==> config.mk <==
export PLATFORM = sky130hd
export DESIGN_NAME = dsdaccel_fmap_packer
export DESIGN_NICKNAME = d
export VERILOG_FILES = /design/src/rtl/dsdaccel_fmap_packer.sv
export SDC_FILE = /design/constraint.sdc
export NUM_CORES = 1
export LEC_CHECK = 0
export ABC_AREA = 1
export BUFFER_PORTS_ARGS = -buffer_cell sky130_fd_sc_hd__buf_2
export CORE_UTILIZATION = 35
export DETAILED_ROUTE_END_ITERATION = 8
export PLACE_DENSITY = 0.61
export SLEW_MARGIN = 15
export SYNTH_ARGS = -nofsm -noshare
export SYNTH_HDL_FRONTEND = slang
export SYNTH_SLANG_ARGS = --single-unit
==> constraint.sdc <==
create_clock -name i_CLK -period 14 [get_ports i_CLK]
set_clock_uncertainty 0.1 [all_clocks]
set_input_delay 2.8 -clock i_CLK [delete_from_list [all_inputs] [get_ports i_CLK]]
set_output_delay 2.8 -clock i_CLK [all_outputs]
set_load 0.02 [all_outputs]
==> src/rtl/dsdaccel_fmap_packer.sv <==
// Packs a byte stream that starts at any byte address into aligned 128-bit words
// and emits one byte-masked RAM write per word, with a trailing flush write if needed.
module dsdaccel_fmap_packer #(
   parameter int IAW = 8
) (
   input  logic             i_CLK,
   input  logic             i_RST,
   input  logic             i_START,
   input  logic [IAW+3:0]   i_BASE_ADDR,
   input  logic             i_VALID,
   output logic             o_READY,
   input  logic [7:0]       i_DIN [0:15],
   input  logic             i_LAST,
   input  logic [4:0]       i_NBYTES,
   output logic             o_WE,
   output logic [IAW-1:0]   o_WADDR,
   output logic [127:0]     o_WDATA,
   output logic [15:0]      o_WBE,
   output logic             o_BUSY,
   output logic             o_DONE
);

   typedef enum logic [1:0] {S_IDLE, S_STREAM, S_FLUSH} state_t;

   state_t           r_state;
   logic [3:0]       r_off;
   logic [IAW-1:0]   r_waddr;
   logic             r_first;
   logic [7:0]       r_resid [0:15];
   logic [4:0]       r_flush_n;

   logic             w_accept;
   logic [4:0]       w_n;
   logic [5:0]       w_end;
   logic [3:0]       w_idx;
   logic             w_lo;
   logic [127:0]     w_cur_data;
   logic [15:0]      w_cur_be;
   logic [7:0]       w_nxt [0:15];
   logic [127:0]     w_flush_data;
   logic [15:0]      w_flush_be;

   // NOTE: every combinational output gets a default first so no latch is inferred.
   always_comb begin
      w_accept     = (r_state == S_STREAM) && i_VALID && o_READY;
      w_n          = (i_NBYTES == 5'd0) ? 5'd16 : i_NBYTES;
      w_end        = {2'b00, r_off} + {1'b0, w_n};
      w_idx        = 4'd0;
      w_lo         = 1'b0;
      w_cur_data   = '0;
      w_cur_be     = '0;
      w_flush_data = '0;
      w_flush_be   = '0;
      for (int k = 0; k < 16; k++) begin
         w_nxt[k] = 8'h00;
      end
      // Byte k of the current word and byte k of the next word share one beat index, (k - off) mod 16.
      for (int k = 0; k < 16; k++) begin
         w_idx = 4'(k) - r_off;
         w_lo  = (4'(k) < r_off);
         w_cur_data[(15-k)*8 +: 8] = w_lo ? r_resid[k] : i_DIN[w_idx];
         w_nxt[k]                  = w_lo ? i_DIN[w_idx] : 8'h00;
         w_cur_be[15-k]            = !(r_first && w_lo) && (!i_LAST || (6'(k) < w_end));
         w_flush_data[(15-k)*8 +: 8] = r_resid[k];
         w_flush_be[15-k]            = (5'(k) < r_flush_n);
      end
   end

   // NOTE: sequential state uses non-blocking assignments only, so every register sees pre-edge values.
   always_ff @(posedge i_CLK or posedge i_RST) begin
      if (i_RST) begin
         r_state   <= S_IDLE;
         r_off     <= '0;
         r_waddr   <= '0;
         r_first   <= 1'b0;
         r_flush_n <= '0;
         // NOTE: the residual is a small register bank, not a RAM, so it is cleared on reset like any flop.
         for (int k = 0; k < 16; k++) begin
            r_resid[k] <= 8'h00;
         end
         o_READY   <= 1'b0;
         o_WE      <= 1'b0;
         o_WADDR   <= '0;
         o_WDATA   <= '0;
         o_WBE     <= '0;
         o_BUSY    <= 1'b0;
         o_DONE    <= 1'b0;
      end else begin
         o_WE   <= 1'b0;
         o_DONE <= 1'b0;
         case (r_state)
            S_IDLE: begin
               if (i_START) begin
                  r_off   <= i_BASE_ADDR[3:0];
                  r_waddr <= i_BASE_ADDR[IAW+3:4];
                  r_first <= 1'b1;
                  r_state <= S_STREAM;
                  o_READY <= 1'b1;
                  o_BUSY  <= 1'b1;
               end
            end
            S_STREAM: begin
               if (w_accept) begin
                  o_WE    <= 1'b1;
                  o_WADDR <= r_waddr;
                  o_WDATA <= w_cur_data;
                  o_WBE   <= w_cur_be;
                  for (int k = 0; k < 16; k++) begin
                     r_resid[k] <= w_nxt[k];
                  end
                  r_waddr <= r_waddr + 1'b1;
                  r_first <= 1'b0;
                  if (i_LAST) begin
                     o_READY <= 1'b0;
                     if (w_end > 6'd16) begin
                        r_flush_n <= 5'(w_end - 6'd16);
                        r_state   <= S_FLUSH;
                     end else begin
                        o_DONE  <= 1'b1;
                        o_BUSY  <= 1'b0;
                        r_state <= S_IDLE;
                     end
                  end
               end
            end
            S_FLUSH: begin
               o_WE    <= 1'b1;
               o_WADDR <= r_waddr;
               o_WDATA <= w_flush_data;
               o_WBE   <= w_flush_be;
               o_DONE  <= 1'b1;
               o_BUSY  <= 1'b0;
               r_state <= S_IDLE;
            end
            default: begin
               o_READY <= 1'b0;
               o_BUSY  <= 1'b0;
               r_state <= S_IDLE;
            end
         endcase
      end
   end

endmodule

# Yosys cells after proc, flatten, opt, wreduce, memory -nomap -nowiden
# Index checks and enable logic that the tools add are counted.
dict set report word_totals {
  regBits 304
  in_bits 150
  output_inout_bits 156
  word_cells 325
}
dict set report op_classes {
  n_addsub 19
  order_cmp 65
  eq_ne 6
  n_mux 111
  bitwise 17
  reduce_logical 79
}
# op n
set ops {}
lappend ops {{8-bit two-way mux} 67}
lappend ops {{8-bit binary-select mux with 4-bit select} 16}
lappend ops {{128-bit one-hot mux with 2 select lines} 1}
lappend ops {{128-bit two-way mux} 1}
lappend ops {{5-bit greater-or-equal comparator (second input constant)} 16}
lappend ops {{4-bit NOT with 5-bit output} 16}
lappend ops {{4-bit by 6-bit less-than comparator with 1-bit output (first input constant)} 8}
lappend ops {{4-bit by 5-bit less-than comparator with 1-bit output (first input constant)} 8}
lappend ops {{1-bit logical AND} 34}
lappend ops {{4-bit less-than comparator (first input constant)} 8}
lappend ops {{16-bit one-hot mux with 2 select lines} 1}
lappend ops {{8-bit one-hot mux with 2 select lines} 2}
lappend ops {{4-bit subtractor (first input constant)} 8}
lappend ops {{3-bit by 6-bit less-than comparator with 1-bit output (first input constant)} 4}
lappend ops {{3-bit by 5-bit less-than comparator with 1-bit output (first input constant)} 4}
lappend ops {{1-bit logical NOT} 17}
lappend ops {{1-bit logical OR} 16}
lappend ops {{3-bit by 4-bit less-than comparator with 1-bit output (first input constant)} 4}
lappend ops {{16-bit two-way mux} 1}
lappend ops {{3-bit by 4-bit subtractor with 4-bit output (first input constant)} 4}
lappend ops {{1-bit by 6-bit less-than comparator with 1-bit output (first input constant)} 2}
lappend ops {{2-bit by 6-bit less-than comparator with 1-bit output (first input constant)} 2}
lappend ops {{4-bit AND reduction} 3}
lappend ops {{1-bit two-way mux} 11}
lappend ops {{other kinds (24)} 43}

# Logic depth before layout (Yosys ltp)
dict set report depth {
  word_depth 8
  depth_mapped 16
  ltp_nobuf 14
}

# Worst setup path after synthesis
# Ideal clock, no wire load.
dict set report synth_timing {
  path_type {input to register}
  startpoint {input i_NBYTES[0]}
  endpoint {register o_WBE[13]}
  setup_time_ns 0.127
  arrival_time_ns 4.313
  required_ns 13.773
  path_slack_ns 9.460
  path_stages 13
  path_buffers 1
  cell_sequence {clkbuf_1 > ha_1 > fa_1 > nand3_1 > inv_1 > nor2_1 > nand2_1 > nand2_1 > nand3_1 > nor2_1 > nand2_1 > o21ai_0 > a21oi_1}
}
dict set report synth_via {
  elab_chain_len 8
}
# item line_no
set synth_lines {}
lappend synth_lines {{from (decl)} 14} ;# input logic [4:0] i_NBYTES,
lappend synth_lines {{5-bit logical NOT} 46} ;# w_n = (i_NBYTES == 5'd0) ? 5'd16 : i_NBYTES;
lappend synth_lines {{5-bit two-way mux (*)} 46}
lappend synth_lines {{4-bit by 5-bit adder with 6-bit output (*)} 47} ;# w_end = {2'b00, r_off} + {1'b0, w_n};
lappend synth_lines {{2-bit by 6-bit less-than comparator with 1-bit output (*)} 63} ;# w_cur_be[15-k] = !(r_first && w_lo) && (!i_LAST || (6'(k) < w_end));
lappend synth_lines {{1-bit logical OR (*)} 63}
lappend synth_lines {{1-bit logical AND (*)} 63}
lappend synth_lines {{16-bit two-way mux (*)} 103} ;# if (w_accept) begin
lappend synth_lines {{16-bit one-hot mux with 2 select lines (*)} 91} ;# case (r_state)
lappend synth_lines {{to (signal assigned)} 107} ;# o_WBE <= w_cur_be;
lappend synth_lines {{to (signal assigned)} 130} ;# o_WBE <= w_flush_be;
lappend synth_lines {{to (decl)} 18} ;# output logic [15:0] o_WBE,
# Every way passes the cells marked *; elsewhere a longest branch is shown, timed or not. The select of a mux whose other input is x is not followed.
# A chain may end at the register's enable or synchronous reset.

# Worst setup path after layout
dict set report layout_timing {
  startpoint {input i_VALID}
  endpoint {register o_WBE[5]}
}
dict set report layout_via {
  elab_chain_len 4
}
# item line_no
set layout_lines {}
lappend layout_lines {{from (decl)} 10} ;# input logic i_VALID,
lappend layout_lines {{1-bit logical AND (2 in a row)} 45} ;# w_accept = (r_state == S_STREAM) && i_VALID && o_READY;
lappend layout_lines {{2-bit != test (no source line)} --}
lappend layout_lines {{2-bit AND reduction (no source line)} --}
# Every way passes these cells.

==> results.md <==
* CP required at 14380 ps
* Number of buffers added on ports at 305
* Synth cell types at 39
* Final slew viol count at 0
* Reg-to-reg slack, setup at 9570 ps
* Crit path arrival time at 5980 ps
* Commonest non-fill, non-tap cell in the layout: nand2_1
* Mean Syn Cell Area at 6.64 µm²
* Warnings, synthesis at 0
* Multi-input logic area at 0.0108 mm²
* Vias at 21272
* Clock-pin slew on the worst setup and hold paths at 60 ps
* Post-route clock period utilization at 40.0%
* Vias in the first global route at 19057
* Die area at 0.0571 mm²
* CP Class: in -> reg
* GPL Wtd Cong at 0.972
* Final Hold Viols at 0
* Clock sinks at 296
* Hold depth at 2
* RSZ-0062 raised after global routing: false
* Mapped Area at 0.0196 mm²
* Total global-route track usage at 28.6%
* R2R Path End: o_WDATA[52]
* Initial DRC count at 2590
* FF/Latch Area at 0.00741 mm²
* Setup Total Neg Slack at 0 ps
* Post-detail-place hpwl at 62900 µm
* Syn Nets at 3128
* Routed len/inst at 21.2 µm
* Number of buffers and inverters on the critical path at 4
* Worst hold start: o_WADDR[0]
* Fin crit period at 5600 ps
* Die X at 239 µm
* Clock Path Buffers at 3
* Fillers at 5968
* Post-CTS Setup Bufs at 0
* Top-Level Pins at 306
* Post-synth EDFFs at 0
* First-pass GRT wire length at 121000 µm
* WL final at 82800 µm
* Worst-case reg-to-reg path depth at 10
* Clk_lat worst skew at 560 ps
* Commonest non-fill, non-tap cells in the layout: nand2_1, nand3_1, buf_2, dfrtp_1, nor2_1
* Crit path cell chain: buf_2, nand3_4, buf_4, nand2_4, buf_12, inv_2, o21ai_0, a21oi_1
* Worst Setup SP: i_VALID
* Routed Antenna Nets at 0
* Drc violations at 0
* Share of layout cells above drive strength 1 at 13.8%
* Predominant post-synthesis flop cell: dfrtp_1
* CP max FO at 172
* Max_slew headroom at 23.5%
* Fmax at 179 MHz
* Max_cap viols at 0
* CTS Buf Count at 35
* Yosys reg bits at 296
* # setup viols final at 0
* Initial antenna violation count at 1
* Final global-route overflow total at 0
* DR pass1 iterations at 6
* Status: complete, no violations
* P&R area growth vs syn at 15.2%
* Hold Path Class: reg -> reg
* Post-cts sizing count at 0
* Layout net count at 3308
* Worst path top cell family by delay: buffers and inverters
* Post-Synthesis Cells at 2958
* R2R Path Start: r_off[2]
* Slowest stage cell, crit path: inv_2
* Async SR Flop Fraction at 100%
* Sequential area share after synthesis at 37.7%
* Cts hold-fix bufs at 0
* CP endpoint kind: register
* CTS tree: built
* DR vias/cell at 5.43
* Worst slew pin tran at 1150 ps
* CP startpoint kind: input port
* Pin count of the biggest net entering global routing at 173
* Die Span Y at 239 µm
* Core area at 0.0553 mm²
* Num rows at 86
* Root Buffer: clkbuf_16
* Starting density of the core at 35.5%
* H-tree levels at 2
* Crit-path max cell delay at 800 ps
* Endpoint, Worst Hold: o_WADDR[0]
## through the flow
| step | cells | hold WS (ps) | instance area (µm²) | setup WS, ps | util (%) |
|---|---|---|---|---|---|
| after global placement | 3849 | 357 | 21500 | 7780 | 38.9 |
| after CTS | 3913 | 368 | 22600 | 8330 | 40.9 |
| after global routing | 3913 | 393 | 22600 | 8040 | 40.9 |
| after floorplan | 2958 | 343 | 19600 | 2920 | - |
| final | 3914 | 362 | 22600 | 8400 | 40.9 |
| after detailed placement | 3849 | 355 | 21500 | 7750 | 38.9 |
## state kept, by name, summed over array words and instances (netlist names), 2 cells and up
name	cells
r_off	4
r_resid	120
o_WBE	16
r_flush_n	5
o_WDATA	128
r_state	2
r_waddr	8
o_WADDR	8
## final cells by class
cell class	count	area share (%)
Sequential cell	296	32.8
Tap cell	748	4.14
Antenna cell	1	0.0111
Clock inverter	11	0.553
Inverter	170	2.87
Multi-Input combinational cell	2311	47.8
Clock buffer	53	4.39
Timing Repair Buffer	324	7.43
## worst reg2reg max path, cell delays in order, from the launching register on
cell,delay [ps]
dfrtp_2,330
buf_4,490
inv_1,550
ha_1,1170
inv_1,800
nand2_1,350
nand3_1,140
o21ai_0,160
nand2_1,80
nand2_1,70
o21ai_1,70
## kinds of logic after synthesis
kind of cell	share of synthesized area, %
and+or+nand+nor	35.6
xor gates and xnor gates	0.510
adders and majority gates	1.31
buffers and inverters	7.33
AOI/OAI and AO/OA	17.5
DFF	37.7
## Yosys cell counts, types with 16 or more instances
master    count  area (µm²)
ha_1         19         238
buf_1        18        67.6
dfrtp_1     296        7410
buf_2        68         340
a21oi_1     132         661
nor2_1      202         758
o211ai_1     97         728
nand3_1     380        1900
inv_1       155         582
o21ai_0     152         761
a31oi_1      49         307
o21a_1       44         330
o21ai_1      65         325
clkbuf_1     87         327
nand2_1    1069        4010
or2_1        16         100
## how the worst max path moves through the flow
stage	end	depth (start not counted)	slack, ps
6_report	o_WBE[5]	8	8400
3_5_place_dp	o_WBE[9]	8	7750
3_3_place_gp	o_WBE[9]	8	7780
5_1_grt	o_WBE[9]	8	8040
2_1_floorplan	o_BUSY	1	2920
4_1_cts	o_WBE[5]	8	8330
## metal layers
layer | up-vias | track usage [%] | wire, µm
met1 | 9962 | 40.2 | 35400
met2 | 1030 | 43.8 | 36200
met5 | - | 0 | 13
met3 | 147 | 5.23 | 8110
met4 | 2 | 9.97 | 3140
li1 | 10131 | - | -
Power is not shown: default switching activity piles up to over one toggle a cycle in this logic, so the estimate is an artifact.
